### src/rtl/io_hub_pkg.sv
// Shared constants for the memory-mapped IO hub.
// Contains the register offsets, the seven-segment patterns and the hex-to-segment decoder.
package io_hub_pkg;

   localparam logic [31:0] OFF_SW     = 32'h0000_0000;
   localparam logic [31:0] OFF_STATUS = 32'h0000_0004;
   localparam logic [31:0] OFF_DISP   = 32'h0000_0008;
   localparam logic [31:0] OFF_MODE   = 32'h0000_000C;
   localparam logic [31:0] OFF_LED    = 32'h0000_0010;

   localparam int unsigned BCD_DIGITS = 10;
   localparam int unsigned BCD_W      = 4 * BCD_DIGITS;

   localparam logic [7:0] SEG_BLANK = 8'h00;
   localparam logic [7:0] SEG_DASH  = 8'h40;

   // bit0..6 = a..g, bit7 = dp (never lit)
   function automatic logic [7:0] hex_to_seg(input logic [3:0] nib);
      logic [7:0] seg;
      case (nib)
         4'h0:    seg = 8'h3F;
         4'h1:    seg = 8'h06;
         4'h2:    seg = 8'h5B;
         4'h3:    seg = 8'h4F;
         4'h4:    seg = 8'h66;
         4'h5:    seg = 8'h6D;
         4'h6:    seg = 8'h7D;
         4'h7:    seg = 8'h07;
         4'h8:    seg = 8'h7F;
         4'h9:    seg = 8'h6F;
         4'hA:    seg = 8'h77;
         4'hB:    seg = 8'h7C;
         4'hC:    seg = 8'h39;
         4'hD:    seg = 8'h5E;
         4'hE:    seg = 8'h79;
         default: seg = 8'h71;
      endcase
      return seg;
   endfunction

endpackage

### src/rtl/bin2bcd_seq.sv
// Sequential double-dabble converter: 32 iterations per conversion, restartable at any time.
// bcd_o and ovf_o are valid in the cycle done_o pulses.
module bin2bcd_seq
   import io_hub_pkg::*;
#(
   parameter int unsigned DIGITS = 8
) (
   input  logic             clk,
   input  logic             rst,
   input  logic             start_i,
   input  logic [31:0]      bin_i,
   output logic             busy_o,
   output logic             done_o,
   output logic [BCD_W-1:0] bcd_o,
   output logic             ovf_o
);

   typedef enum logic [0:0] {StIdle, StConv} state_e;

   localparam logic [BCD_W-1:0] LOW_MASK = (BCD_W'(1) << (4 * DIGITS)) - BCD_W'(1);

   state_e           state_q, state_d;
   logic [31:0]      bin_q, bin_d;
   logic [BCD_W-1:0] acc_q, acc_d;
   logic [BCD_W-1:0] adj, acc_shift;
   logic [4:0]       cnt_q, cnt_d;

   always_comb begin
      adj = acc_q;
      for (int i = 0; i < BCD_DIGITS; i++) begin
         if (acc_q[4*i +: 4] >= 4'd5) adj[4*i +: 4] = acc_q[4*i +: 4] + 4'd3;
      end
      acc_shift = {adj[BCD_W-2:0], bin_q[31]};
   end

   always_comb begin
      state_d = state_q;
      bin_d   = bin_q;
      acc_d   = acc_q;
      cnt_d   = cnt_q;
      done_o  = 1'b0;
      unique case (state_q)
         StIdle: ;
         StConv: begin
            bin_d = {bin_q[30:0], 1'b0};
            acc_d = acc_shift;
            cnt_d = cnt_q + 5'd1;
            if (cnt_q == 5'd31) begin
               state_d = StIdle;
               done_o  = 1'b1;
            end
         end
         default: state_d = StIdle;
      endcase
      // A new start discards whatever was in flight, including a result about to complete
      if (start_i) begin
         state_d = StConv;
         bin_d   = bin_i;
         acc_d   = '0;
         cnt_d   = '0;
         done_o  = 1'b0;
      end
   end

   always_ff @(posedge clk or negedge rst) begin
      if (!rst) begin
         state_q <= StIdle;
         bin_q   <= '0;
         acc_q   <= '0;
         cnt_q   <= '0;
      end else begin
         state_q <= state_d;
         bin_q   <= bin_d;
         acc_q   <= acc_d;
         cnt_q   <= cnt_d;
      end
   end

   assign busy_o = (state_q == StConv);
   assign bcd_o  = acc_shift;
   // Any nonzero BCD digit above the display width means the value is >= 10^DIGITS
   assign ovf_o  = |(acc_shift & ~LOW_MASK);

endmodule

### src/rtl/io_hub_mmio.sv
// Memory-mapped IO hub: switches, debounced confirm button, LEDs and a scanned
// two-bank seven-segment display with hex or decimal rendering.
module io_hub_mmio
   import io_hub_pkg::*;
#(
   parameter int unsigned SW_WIDTH        = 16,
   parameter int unsigned DIGITS          = 8,
   parameter int unsigned SCAN_DIV        = 100000,
   parameter int unsigned DEBOUNCE_CYCLES = 1000000,
   parameter logic [31:0] BASE_ADDR       = 32'hFFFF_FC00
) (
   input  logic                clk,
   input  logic                rst,
   input  logic [31:0]         addr,
   input  logic                wr_en,
   input  logic                rd_en,
   input  logic [31:0]         wdata,
   output logic [31:0]         rdata,
   input  logic [SW_WIDTH-1:0] switch_in,
   input  logic                confirm_btn,
   output logic [SW_WIDTH-1:0] led_out,
   output logic [DIGITS-1:0]   tub_sel,
   output logic [7:0]          seg_left,
   output logic [7:0]          seg_right
);

   localparam int unsigned BANK      = DIGITS / 2;
   localparam logic [31:0] MODE_MASK = 32'h1 | (((32'd1 << DIGITS) - 32'd1) << 8);
   localparam logic [2:0]  LAST_K    = 3'(BANK - 1);
   localparam logic [2:0]  BANK_OFF  = 3'(BANK);

   logic                sel_sw, sel_status, sel_disp, sel_mode, sel_led;
   logic [SW_WIDTH-1:0] sw_meta_q, sw_sync_q, sw_q, sw_d;
   logic                btn_meta_q, btn_sync_q;
   logic                btn_stable_q, btn_stable_d, rise_q, rise_d;
   logic [31:0]         db_cnt_q, db_cnt_d;
   logic                pending_q, pending_d;
   logic [31:0]         disp_q, disp_d, mode_q, mode_d;
   logic [SW_WIDTH-1:0] led_q, led_d, led_out_q;
   logic [BCD_W-1:0]    bcd_q, bcd_d;
   logic                ovf_q, ovf_d;
   logic [31:0]         scan_cnt_q, scan_cnt_d;
   logic [2:0]          k_q, k_d, idx_l;
   logic [DIGITS-1:0]   tub_q, tub_d;
   logic [7:0]          seg_l_q, seg_l_d, seg_r_q, seg_r_d;
   logic                conv_start, conv_busy, conv_done, conv_ovf;
   logic [31:0]         conv_val;
   logic [BCD_W-1:0]    conv_bcd;

   assign sel_sw     = (addr == BASE_ADDR + OFF_SW);
   assign sel_status = (addr == BASE_ADDR + OFF_STATUS);
   assign sel_disp   = (addr == BASE_ADDR + OFF_DISP);
   assign sel_mode   = (addr == BASE_ADDR + OFF_MODE);
   assign sel_led    = (addr == BASE_ADDR + OFF_LED);

   // Converting a MODE write uses the DISP value already held
   assign conv_start = wr_en && (sel_disp || (sel_mode && wdata[0]));
   assign conv_val   = sel_disp ? wdata : disp_q;

   bin2bcd_seq #(
      .DIGITS(DIGITS)
   ) u_bin2bcd (
      .clk     (clk),
      .rst     (rst),
      .start_i (conv_start),
      .bin_i   (conv_val),
      .busy_o  (conv_busy),
      .done_o  (conv_done),
      .bcd_o   (conv_bcd),
      .ovf_o   (conv_ovf)
   );

   function automatic logic [7:0] digit_seg(input logic dec, input logic blank, input logic ovf,
                                            input logic [3:0] hex_nib, input logic [3:0] bcd_nib);
      logic [7:0] seg;
      if (blank)     seg = SEG_BLANK;
      else if (!dec) seg = hex_to_seg(hex_nib);
      else if (ovf)  seg = SEG_DASH;
      else           seg = hex_to_seg(bcd_nib);
      return seg;
   endfunction

   always_comb begin
      db_cnt_d     = db_cnt_q;
      btn_stable_d = btn_stable_q;
      rise_d       = 1'b0;
      if (btn_sync_q == btn_stable_q) begin
         db_cnt_d = '0;
      end else if (db_cnt_q == 32'(DEBOUNCE_CYCLES - 1)) begin
         db_cnt_d     = '0;
         btn_stable_d = btn_sync_q;
         rise_d       = btn_sync_q;
      end else begin
         db_cnt_d = db_cnt_q + 32'd1;
      end
   end

   always_comb begin
      disp_d    = disp_q;
      mode_d    = mode_q;
      led_d     = led_q;
      pending_d = pending_q;
      sw_d      = sw_q;
      bcd_d     = bcd_q;
      ovf_d     = ovf_q;
      if (wr_en) begin
         if (sel_disp) disp_d = wdata;
         if (sel_mode) mode_d = wdata & MODE_MASK;
         if (sel_led) led_d = wdata[SW_WIDTH-1:0];
         if (sel_status && wdata[0]) pending_d = 1'b0;
      end
      // A confirm edge overrides a simultaneous clear
      if (rise_q) begin
         pending_d = 1'b1;
         sw_d      = sw_sync_q;
      end
      if (conv_done) begin
         bcd_d = conv_bcd;
         ovf_d = conv_ovf;
      end
   end

   assign idx_l = k_q + BANK_OFF;

   always_comb begin
      scan_cnt_d = scan_cnt_q + 32'd1;
      k_d        = k_q;
      tub_d      = tub_q;
      seg_l_d    = seg_l_q;
      seg_r_d    = seg_r_q;
      if (scan_cnt_q == 32'(SCAN_DIV - 1)) begin
         scan_cnt_d = '0;
         k_d        = (k_q == LAST_K) ? 3'd0 : k_q + 3'd1;
         tub_d      = (DIGITS'(1) << k_q) | (DIGITS'(1) << idx_l);
         seg_r_d    = digit_seg(mode_q[0], mode_q[8 + k_q], ovf_q,
                                disp_q[4*k_q +: 4], bcd_q[4*k_q +: 4]);
         seg_l_d    = digit_seg(mode_q[0], mode_q[8 + idx_l], ovf_q,
                                disp_q[4*idx_l +: 4], bcd_q[4*idx_l +: 4]);
      end
   end

   always_comb begin
      rdata = '0;
      if (rd_en) begin
         if (sel_sw)     rdata = 32'(sw_q);
         if (sel_status) rdata = {30'd0, conv_busy, pending_q};
         if (sel_disp)   rdata = disp_q;
         if (sel_mode)   rdata = mode_q;
         if (sel_led)    rdata = 32'(led_q);
      end
   end

   always_ff @(posedge clk or negedge rst) begin
      if (!rst) begin
         sw_meta_q    <= '0;
         sw_sync_q    <= '0;
         sw_q         <= '0;
         btn_meta_q   <= 1'b0;
         btn_sync_q   <= 1'b0;
         btn_stable_q <= 1'b0;
         rise_q       <= 1'b0;
         db_cnt_q     <= '0;
         pending_q    <= 1'b0;
         disp_q       <= '0;
         mode_q       <= '0;
         led_q        <= '0;
         led_out_q    <= '0;
         bcd_q        <= '0;
         ovf_q        <= 1'b0;
         scan_cnt_q   <= '0;
         k_q          <= '0;
         tub_q        <= '0;
         seg_l_q      <= '0;
         seg_r_q      <= '0;
      end else begin
         sw_meta_q    <= switch_in;
         sw_sync_q    <= sw_meta_q;
         sw_q         <= sw_d;
         btn_meta_q   <= confirm_btn;
         btn_sync_q   <= btn_meta_q;
         btn_stable_q <= btn_stable_d;
         rise_q       <= rise_d;
         db_cnt_q     <= db_cnt_d;
         pending_q    <= pending_d;
         disp_q       <= disp_d;
         mode_q       <= mode_d;
         led_q        <= led_d;
         led_out_q    <= led_q;
         bcd_q        <= bcd_d;
         ovf_q        <= ovf_d;
         scan_cnt_q   <= scan_cnt_d;
         k_q          <= k_d;
         tub_q        <= tub_d;
         seg_l_q      <= seg_l_d;
         seg_r_q      <= seg_r_d;
      end
   end

   assign led_out   = led_out_q;
   assign tub_sel   = tub_q;
   assign seg_left  = seg_l_q;
   assign seg_right = seg_r_q;

endmodule

### config.mk
export PLATFORM = sky130hd
export DESIGN_NAME = io_hub_mmio
export DESIGN_NICKNAME = d
export VERILOG_FILES = /design/src/rtl/io_hub_pkg.sv /design/src/rtl/bin2bcd_seq.sv /design/src/rtl/io_hub_mmio.sv
export SDC_FILE = /design/constraint.sdc
export NUM_CORES = 1
export LEC_CHECK = 0
export CAP_MARGIN = 25
export CORE_MARGIN = 2
export CORE_UTILIZATION = 30
export DETAILED_ROUTE_END_ITERATION = 10
export PLACE_DENSITY = 0.52
export SLEW_MARGIN = 10
export SYNTH_ARGS = -nofsm -noshare
export SYNTH_HDL_FRONTEND = slang
export SYNTH_SLANG_ARGS = --single-unit
export TNS_END_PERCENT = 10
### constraint.sdc
create_clock -name clk -period 5.6 [get_ports clk]
set_input_delay 0.84 -clock clk [delete_from_list [all_inputs] [get_ports clk]]
set_output_delay 0.84 -clock clk [all_outputs]
set_load 0.01 [all_outputs]
==> summary.md, run 1 <==
| Metric | Value |
|---|---|
| Total negative slack | `0 ps` |
| Switching pwr | `1140 µW` |
| All-Layer GR Usage | `15.6%` |
| Warnings from Yosys | `0` |
| Final GP Congestion | `0.825` |
| Critical Setup Path Class | `input pin to output pin` |
| Share of layout cells above drive strength 1 | `13.6%` |
| Core area | `54100 µm²` |
| Pwr/cell area | `261 nW/µm²` |
| Layout area overhead | `22.8%` |
| Die X-Extent | `239 µm` |
| Post-Synth XOR/XNOR Area | `4.08%` |
| Post-synth EDFFs | `0` |
| Vias in the first global route | `12100` |
| TritonCTS Sinks | `322` |
| Switching part of the total | `21.5%` |
| CP max stage delay | `570 ps` |
| Largest net degree at the start of global routing | `111` |
| Placed Area | `18800 µm²` |
| Critical Path End Type | `output pin` |
| Die area | `56900 µm²` |
| Setup Buffers After CTS | `0` |
| Fin area | `20300 µm²` |
| Asr flop ratio synth | `100%` |
| Hold path startpoint | `sw_meta_q[4]` |
| Clock power frac | `52.6%` |
| Post-synth cell types | `70` |
| Root buf cell | `clkbuf_16` |
| Gates resized, CTS repair | `0` |
| Seq pwr share | `44.4%` |
| Ports | `157` |
| Adder-Cell Fraction of Synth Area | `3.79%` |
| Post-Synth Simple-Gate Area | `14.2%` |
| Worst-margin pin slew | `990 ps` |
| Residual DRC | `0` |
| CTS tree | `built` |
| Initial DRC count | `820` |
| CP required | `4760 ps` |
| Final hold vios | `0` |
| Htree depth | `2` |
| Crit-path cells | `clkdlybuf4s50_1 > or3_1 > nor4_1 > and4b_1 > buf_4 > and2_1 > a221oi_1 > nor2_1 > clkdlybuf4s50_1` |
| Post-route ant nets | `0` |
| Overflow after GRT | `0` |
| Fin crit share | `80.9%` |
| Clock Path Buffers | `3` |
| Largest family of logic cells by synthesized area | `multiplexers` |
| Crit path launch | `addr[5]` |
| Leak | `0.00899 µW` |
| Finish-stage setup viols | `0` |
| DR pass1 iterations | `5` |
| Std-Cell Rows | `85` |
| WL final | `43.5 mm` |
| Net total in the final layout | `1796` |
| Max Clock Freq | `0.221 GHz` |
| Mapped Cells | `1511` |
| Worst setup margin | `1070 ps` |
| Worst min-delay path class | `flip-flop to flip-flop` |
| RSZ-0062 raised after global routing | `no` |
| Routed len/inst | `18.2 µm` |
| Crit path DAT | `3690 ps` |
| Global-route wire length before repair | `69.7 mm` |
| Initial core utilization | `30.5%` |
| IO Port Bufs | `154` |
| Hold_buf cts | `0` |
| Routed via count | `12000` |
| Combinational power share | `3.1%` |
| Final Max Tran Viols | `0` |
| Max Clock Skew | `25.8 ps` |
| TritonCTS buffer count | `40` |
| Final min period | `4530 ps` |
| Seq/Total Area, Yosys | `48.8%` |
| Syn_area_per_cell | `10.9 µm²` |
| Pre-CTS setup slack | `1110 ps` |
| Most used cell, CP | `clkdlybuf4s50_1` |
| Max stage delay cell, worst path | `clkdlybuf4s50_1` |
| Die H | `239 µm` |
| Worst-path maximum fanout | `12` |
| # diodes | `0` |
| Compound-cell area share of the yosys netlist | `8.46%` |
| Top FF cell, synth | `dfrtp_1` |
| FF-to-FF Start | `k_q[1]` |
| DP HPWL | `30.8 mm` |
| Cell Int Power | `4150 µW` |
| Initial antenna violation count | `5` |
| #FFs+latches synth | `322` |
| Worst-skew pair later-pin latency | `560 ps` |
| Slew HR | `34.0%` |
| CTS clk-pin slew, worst paths | `60 ps` |
| Proportion of synthesized area in mux cells | `17.8%` |
| Max VDD drop | `166 µV` |
| Max-cap viol count | `0` |
| Vias/cell | `5.02` |
| Syn Std Cell Area | `16500 µm²` |
| Worst setup SP type | `input pin` |
| Status | `finished, final reports clean` |
| Min Hold Slack | `347 ps` |
worst max-delay path: cells and delay by family:
kind                   cells  cell delay, ps
AND/OR/NAND/NOR            5            1550
AO/OA/AOI/OAI              1             130
buffers and inverters      3            1160
metrics by stage:
stage	total power, µW	util (%)	instances
2_1_floorplan	2420	-	1512
3_3_place_gp	2550	34.7	2311
3_5_place_dp	2550	34.7	2312
4_1_cts	5370	37.3	2384
5_1_grt	5480	37.5	2387
6_report	5290	37.5	2387
cells in the final DEF (no fill, tap or decap), types with 33 or more instances in the layout:
master and instances:
mux2i_1 92, ha_1 50, xor2_1 35, o21ai_0 37, a21oi_1 93, o22ai_1 33
nand2_1 94, mux2_2 110, dfrtp_1 321, inv_1 39, and2_1 35, nor2_1 146
clkdlybuf4s50_1 153, clkbuf_16 40, nand3_1 46, xnor2_1 42
state kept, by name, indices dropped and copies added, names as in the netlist, 3 cells and up:
register         count
k_q                  3
disp_q              32
u_bin2bcd.cnt_q      5
tub_sel              4
seg_right            7
led_q               16
u_bin2bcd.bin_q     32
u_bin2bcd.acc_q     40
sw_sync_q           16
bcd_q               32
mode_q               9
scan_cnt_q          32
led_out             16
sw_meta_q           16
sw_q                16
seg_left             7
db_cnt_q            32
power by group through the flow:
| stage | Combinational, µW | Sequential [µW] | Clock [µW] |
|---|---|---|---|
| finish | 162 | 2350 | 2780 |
| global route | 180 | 2350 | 2960 |
| CTS | 165 | 2350 | 2860 |
| detailed placement | 164 | 2390 | 0 |
| global placement | 163 | 2390 | 0 |
| floorplan | 30.6 | 2390 | 0 |
synth_stat cells (all sizes together) (26+ instances only):
master / n / area share (%)
o22ai: 33 / 1.3
inv: 39 / 0.89
a21oi: 93 / 2.8
xor2: 35 / 1.9
clkbuf: 44 / 1.0
ha: 50 / 3.8
mux2: 138 / 9.4
nand2: 94 / 2.1
mux2i: 95 / 5.9
buf: 30 / 0.99
nand3: 46 / 1.4
nand4: 26 / 0.99
dfrtp: 322 / 49
nor2: 146 / 3.3
xnor2: 42 / 2.2
o21ai: 45 / 1.4
and2: 35 / 1.3
worst paths after layout:
check	end	slack, ps	depth (start not counted)
worst min-delay path	sw_sync_q[4]	350	0
worst max register to register	seg_left[1]	2110	8
worst max-delay path	rdata[0]	1070	9
min in group asynchronous	sw_sync_q[8]	360	1
worst min register to register	sw_sync_q[4]	350	0
max in group asynchronous	disp_q[24]	3920	2
per-layer routing:
layer	GRT usage, %	vias up	routed length, µm
met5	0	-	28
met4	3.66	4	867
met3	3.38	58	2320
met2	23.9	271	19500
met1	22.3	5956	20900
li1	-	5699	-
logic make-up after synthesis:
family | count (synthesis)
buf+inv | 113
other cells | 1
compound gates | 231
flops | 322
mux | 251
fa+ha+maj | 50
xor+xnor | 77
simple gates | 466
area by class of cell:
type                    count  area [µm²]
well taps                 696         871
multi-input cells        1077        7980
flip-flops and latches    322        8060
inverters                  39         146
fillers                  5256       33900
clock buffers              50        1080
repair buffers            181        1800
clock inverters            22         338
Power figures use the tool's default switching activity.
==> inputs of run 2 (changes only) <==
clock period = 4.4 ns   (was 5.6 ns; I/O delays follow)
==> run 2 against run 1 <==
  * Design area down 0.69%
  * Flip-flop and latch count is the same
  * Worst hold slack worse by 160 ps
  * Combinational power up 31%
  * Sequential power rose by 27%
  * Utilization shrank 0.26 points
  * Critical path depth up 1
  * Clock skew shrank 8.5 ps
  * Die area did not move
  * Clock power increased by 12%
  * Count of clock-buffer cells in the layout grew 10
  * First-iteration DRC count is 13% lower
  * Critical path type unchanged
  * Largest cell class unchanged
  * Highest routed layer unchanged
==> summary.md, run 2 (synthesis gave the netlist of run 1 again) <==
| Metric | Value |
|---|---|
| Worst-margin pin slew | `1020 ps` |
| TritonCTS Sinks | `322` |
| Die area | `56900 µm²` |
| Worst-skew pair later-pin latency | `560 ps` |
| Leak | `0.00894 µW` |
| CP delay by family, top | `simple AND/OR/NAND/NOR gates` |
| Htree depth | `2` |
| Max stage delay cell, worst path | `clkdlybuf4s50_1` |
| Crit-path cells | `clkdlybuf4s50_1 > nand4_1 > nor4_1 > buf_4 > and4b_1 > nand2_1 > nor3b_2 > buf_4 > and2_1 > clkdlybuf4s50_1` |
| WL final | `43.9 mm` |
| Finished Layout Cells | `2388` |
| IO Port Bufs | `154` |
| Met2 usage | `23.9%` |
| Vias/cell | `5.05` |
| Final hold vios | `0` |
| Clock power frac | `49.3%` |
| Number of flip-flops in the largest register | `40` |
| Most common library cell in the layout ignoring fill and taps | `dfrtp_1` |
| Max Clock Skew | `17.3 ps` |
| Critical Setup Path Class | `input pin to output pin` |
| Placed Area | `18900 µm²` |
| Initial antenna violation count | `3` |
| Critical Path End Type | `output pin` |
| Net total in the final layout | `1802` |
| Max-cap viol count | `0` |
| Global-route wire length before repair | `69.7 mm` |
| Fin crit share | `94.1%` |
| Buf+Inv Stages, Crit Path | `4` |
| GR Util met3 | `3.49%` |
| CP required | `3740 ps` |
| Crit path DAT | `3480 ps` |
| Combinational power share | `3.4%` |
| CTS clk-pin slew, worst paths | `50 ps` |
| Inst Count DP | `2322` |
| Overflow after GRT | `0` |
| Largest Register | `u_bin2bcd.acc_q` |
| CP max stage delay | `540 ps` |
| Share of layout cells above drive strength 1 | `13.4%` |
| Final Max Tran Viols | `0` |
| Max VDD drop | `198 µV` |
| Utilization after layout | `37.2%` |
| Top Usage Layer GRT | `met2` |
| Initial DRC count | `710` |
| Switching part of the total | `21.8%` |
| Gates resized, CTS repair | `0` |
| DR pass1 iterations | `5` |
| Die H | `239 µm` |
| Worst setup SP type | `input pin` |
| Cell Int Power | `4930 µW` |
| Worst min-delay path class | `input pin to asynchronous set/reset pin` |
| Clock Path Buffers | `3` |
| Std-Cell Rows | `85` |
| Residual DRC | `0` |
| Ports | `157` |
| Routed len/inst | `18.4 µm` |
| # diodes | `0` |
| Max Clock Freq | `0.241 GHz` |
| Layout area overhead | `22.0%` |
| Commonest non-fill, non-tap cells in the layout | `dfrtp_1, clkdlybuf4s50_1, nor2_1` |
| Total negative slack | `0 ps` |
| Seq pwr share | `47.4%` |
| RSZ-0062 raised after global routing | `no` |
| Final min period | `4140 ps` |
| Slew HR | `32.3%` |
| Final GP Congestion | `0.840` |
| Core area | `54100 µm²` |
| Die X-Extent | `239 µm` |
| Root buf cell | `clkbuf_16` |
| Worst-path maximum fanout | `6` |
| Pwr/cell area | `313 nW/µm²` |
| Fin area | `20100 µm²` |
| Vias in the first global route | `12100` |
| Hold_buf cts | `0` |
| Largest net degree at the start of global routing | `115` |
| Switching pwr | `1380 µW` |
| Initial core utilization | `30.5%` |
| Finish-stage setup viols | `0` |
| Post-route ant nets | `0` |
| DP HPWL | `31.3 mm` |
| Routed via count | `12100` |
| Status | `finished, final reports clean` |
| All-Layer GR Usage | `15.5%` |
| Met1 usage | `21.9%` |
| TritonCTS buffer count | `38` |
| Setup Buffers After CTS | `0` |
| CTS tree | `built` |
-- run 2: worst register-to-register path, delay by kind of cell, from the launching register on --
family	cells	cell delay (ps)
buf+inv	3	670
compound gates	3	560
mux	4	1230
flops	1	340
fa+ha+maj	1	250
-- run 2: metrics by stage --
stage	setup WS (ps)	total power [µW]	hold WS (ps)
floorplan	1270	3080	331
global placement	234	3260	332
detailed placement	261	3260	336
CTS	231	6410	221
global route	46.9	6560	247
finish	259	6310	186
-- run 2: cell type report --
class	count	area (µm²)
Timing Repair Buffer	189	1850
Sequential cell	322	8060
Fill cell	5311	34000
Inverter	39	146
Tap cell	696	871
Clock inverter	5	68.8
Clock buffer	60	1150
Multi-Input combinational cell	1077	7980
-- run 2: power by group through the flow --
stage | clock [µW] | sequential, µW | combinational, µW
CTS | 3210 | 2990 | 220
global placement | 0 | 3040 | 217
floorplan | 0 | 3040 | 39.0
detailed placement | 0 | 3040 | 219
global route | 3340 | 2990 | 238
finish | 3110 | 2990 | 213
-- run 2: worst paths after layout --
| check | from | endpoint | slack [ps] | cells past startpoint |
|---|---|---|---|---|
| min | rst | sw_meta_q[9] | 190 | 1 |
| min in group clk | sw_meta_q[5] | sw_sync_q[5] | 340 | 0 |
| min reg2reg | sw_meta_q[5] | sw_sync_q[5] | 340 | 0 |
| max in group asynchronous | rst | disp_q[30] | 3230 | 2 |
| max | addr[15] | rdata[27] | 260 | 10 |
| max reg2reg | k_q[0] | seg_left[6] | 1270 | 11 |
-- run 2: metal layers --
layer	wire [µm]	part of all wire, %	up-vias
li1	-	-	5712
met1	20800	47	6030
met2	19700	45	264
met3	2300	5.2	62
met4	1100	2.5	2
met5	13	0.030	-
==> inputs of run 3 (changes only) <==
PLACE_DENSITY = default   (was 0.52)
==> run 3 against run 2 <==
  * Register-to-register slack got worse by 160 ps
  * First-iteration DRC count increased by 14%
  * Largest power group unchanged
  * Fmax increased by 4.2%
  * Via count increased by 0.19%
  * Sequential power about the same
  * Sequential share of layout area about the same
  * Total power decreased by 1.6%
==> summary.md, run 3 (synthesis gave the netlist of run 1 again) <==
| Metric | Value |
|---|---|
| Status | `finished, final reports clean` |
| CP delay by family, top | `simple AND/OR/NAND/NOR gates` |
| Worst-path maximum fanout | `16` |
| Pwr/cell area | `308 nW/µm²` |
| Residual DRC | `0` |
| Max Clock Freq | `0.252 GHz` |
| Critical Setup Path Class | `input pin to output pin` |
| Gates resized, CTS repair | `0` |
| Finish-stage setup viols | `0` |
| All-Layer GR Usage | `15.1%` |
| TritonCTS buffer count | `37` |
| Vias/cell | `5.07` |
| Worst-margin pin slew | `904 ps` |
| Final Max Tran Viols | `0` |
| CTS tree | `built` |
| Utilization after layout | `37.2%` |
| Initial DRC count | `811` |
| Share of layout cells above drive strength 1 | `13.4%` |
| Fin area | `20100 µm²` |
| Largest Register | `u_bin2bcd.acc_q` |
| Initial core utilization | `30.5%` |
| Max Clock Skew | `21.1 ps` |
| TritonCTS Sinks | `322` |
| RSZ-0062 raised after global routing | `no` |
| Layout area overhead | `21.9%` |
| Die H | `239 µm` |
| Root buf cell | `clkbuf_16` |
| Htree depth | `2` |
| Die area | `56900 µm²` |
| Die X-Extent | `239 µm` |
| Worst min-delay path class | `input pin to asynchronous set/reset pin` |
| CTS clk-pin slew, worst paths | `60 ps` |
| Placed Area | `18900 µm²` |
| Max-cap viol count | `0` |
| Slew HR | `38.0%` |
| IO Port Bufs | `154` |
| Min Hold Slack | `84.3 ps` |
| CP max stage delay | `550 ps` |
| Worst-skew pair later-pin latency | `550 ps` |
| Worst setup SP type | `input pin` |
| Final hold vios | `0` |
| Crit path DAT | `3310 ps` |
| Ports | `157` |
| Max stage delay cell, worst path | `clkdlybuf4s50_1` |
| Tot Pwr | `6210 µW` |
| Overflow after GRT | `0` |
| Clock Path Buffers | `3` |
| Most used cell, CP | `clkdlybuf4s50_1` |
| Final GP Congestion | `0.862` |
| Vias in the first global route | `12200` |
| CP required | `3740 ps` |
| DR pass1 iterations | `5` |
| Largest net degree at the start of global routing | `105` |
| Final min period | `3970 ps` |
| Setup Buffers After CTS | `0` |
| Hold_buf cts | `0` |
| Max VDD drop | `242 µV` |
| Most common library cell in the layout ignoring fill and taps | `dfrtp_1` |
| Routed len/inst | `18.0 µm` |
| Number of flip-flops in the largest register | `40` |
| Routed via count | `12100` |
| Core area | `54100 µm²` |
| DP HPWL | `30.5 mm` |
| Crit-path cells | `clkdlybuf4s50_1 > or3_1 > nor4_1 > buf_4 > and4b_1 > nand2_1 > nor3b_2 > buf_12 > and2_1 > clkdlybuf4s50_1` |
| Buf+Inv Stages, Crit Path | `4` |
| Commonest non-fill, non-tap cells in the layout | `dfrtp_1, clkdlybuf4s50_1, nor2_1` |
| Worst R2R Path Depth | `9` |
| Fin crit share | `90.3%` |
| Net total in the final layout | `1801` |
| Total negative slack | `0 ps` |
| Std-Cell Rows | `85` |
| Leak | `0.00893 µW` |
| Initial antenna violation count | `7` |
| Critical path depth in cells | `10` |
| WL final | `42.9 mm` |
| Post-route ant nets | `0` |
| Critical Path End Type | `output pin` |
| Global-route wire length before repair | `68.4 mm` |
==> run 3: path summary, 6_finish.rpt <==
| kind | startpoint | to | slack (ps) |
|---|---|---|---|
| worst max-delay path | addr[5] | rdata[24] | 430 |
| worst min-delay path | rst | sw_q[13] | 80 |
| worst max register to register | k_q[1] | seg_right[2] | 1110 |
| worst min register to register | sw_meta_q[2] | sw_sync_q[2] | 340 |
| max in group asynchronous | rst | bcd_q[31] | 3340 |
| min in group clk | sw_meta_q[2] | sw_sync_q[2] | 340 |
==> run 3: where the power goes <==
group	total (µW)	leakage, µW	internal, µW	switching (µW)
sequential	2990	0.00429	2980	5.61
combinational	211	0.00405	91.4	119
clock	3010	0.000584	1770	1240
==> run 3: worst reg2reg max path: cells and delay by family (launching register included) <==
family,cells,cell delay [ps]
simple gates,1,210
fa+ha+maj,1,280
flops,1,910
buf+inv,2,420
compound gates,3,500
mux,2,830
==> run 3: area by class of cell <==
type                    count  area (µm²)
diodes                      2        5.00
multi-input cells        1077        7980
repair buffers            189        1870
clock buffers              56        1130
inverters                  39         146
flip-flops and latches    322        8060
well taps                 696         871
clock inverters             6        58.8
fillers                  5260       34000
==> run 3: stage by stage <==
stage / cells / worst slack (ps)
after global routing: 2386 / 208
final: 2387 / 427
after detailed placement: 2321 / 395
after CTS: 2383 / 375
after floorplan: 1512 / 1270
after global placement: 2321 / 396
==> run 3: layer usage <==
layer	track usage [%]	vias to the layer above	wire, µm
met2	23.3	265	19200
met5	0	-	39
met3	3.35	61	2300
li1	-	5701	-
met4	5.06	6	1080
met1	21.0	6060	20200
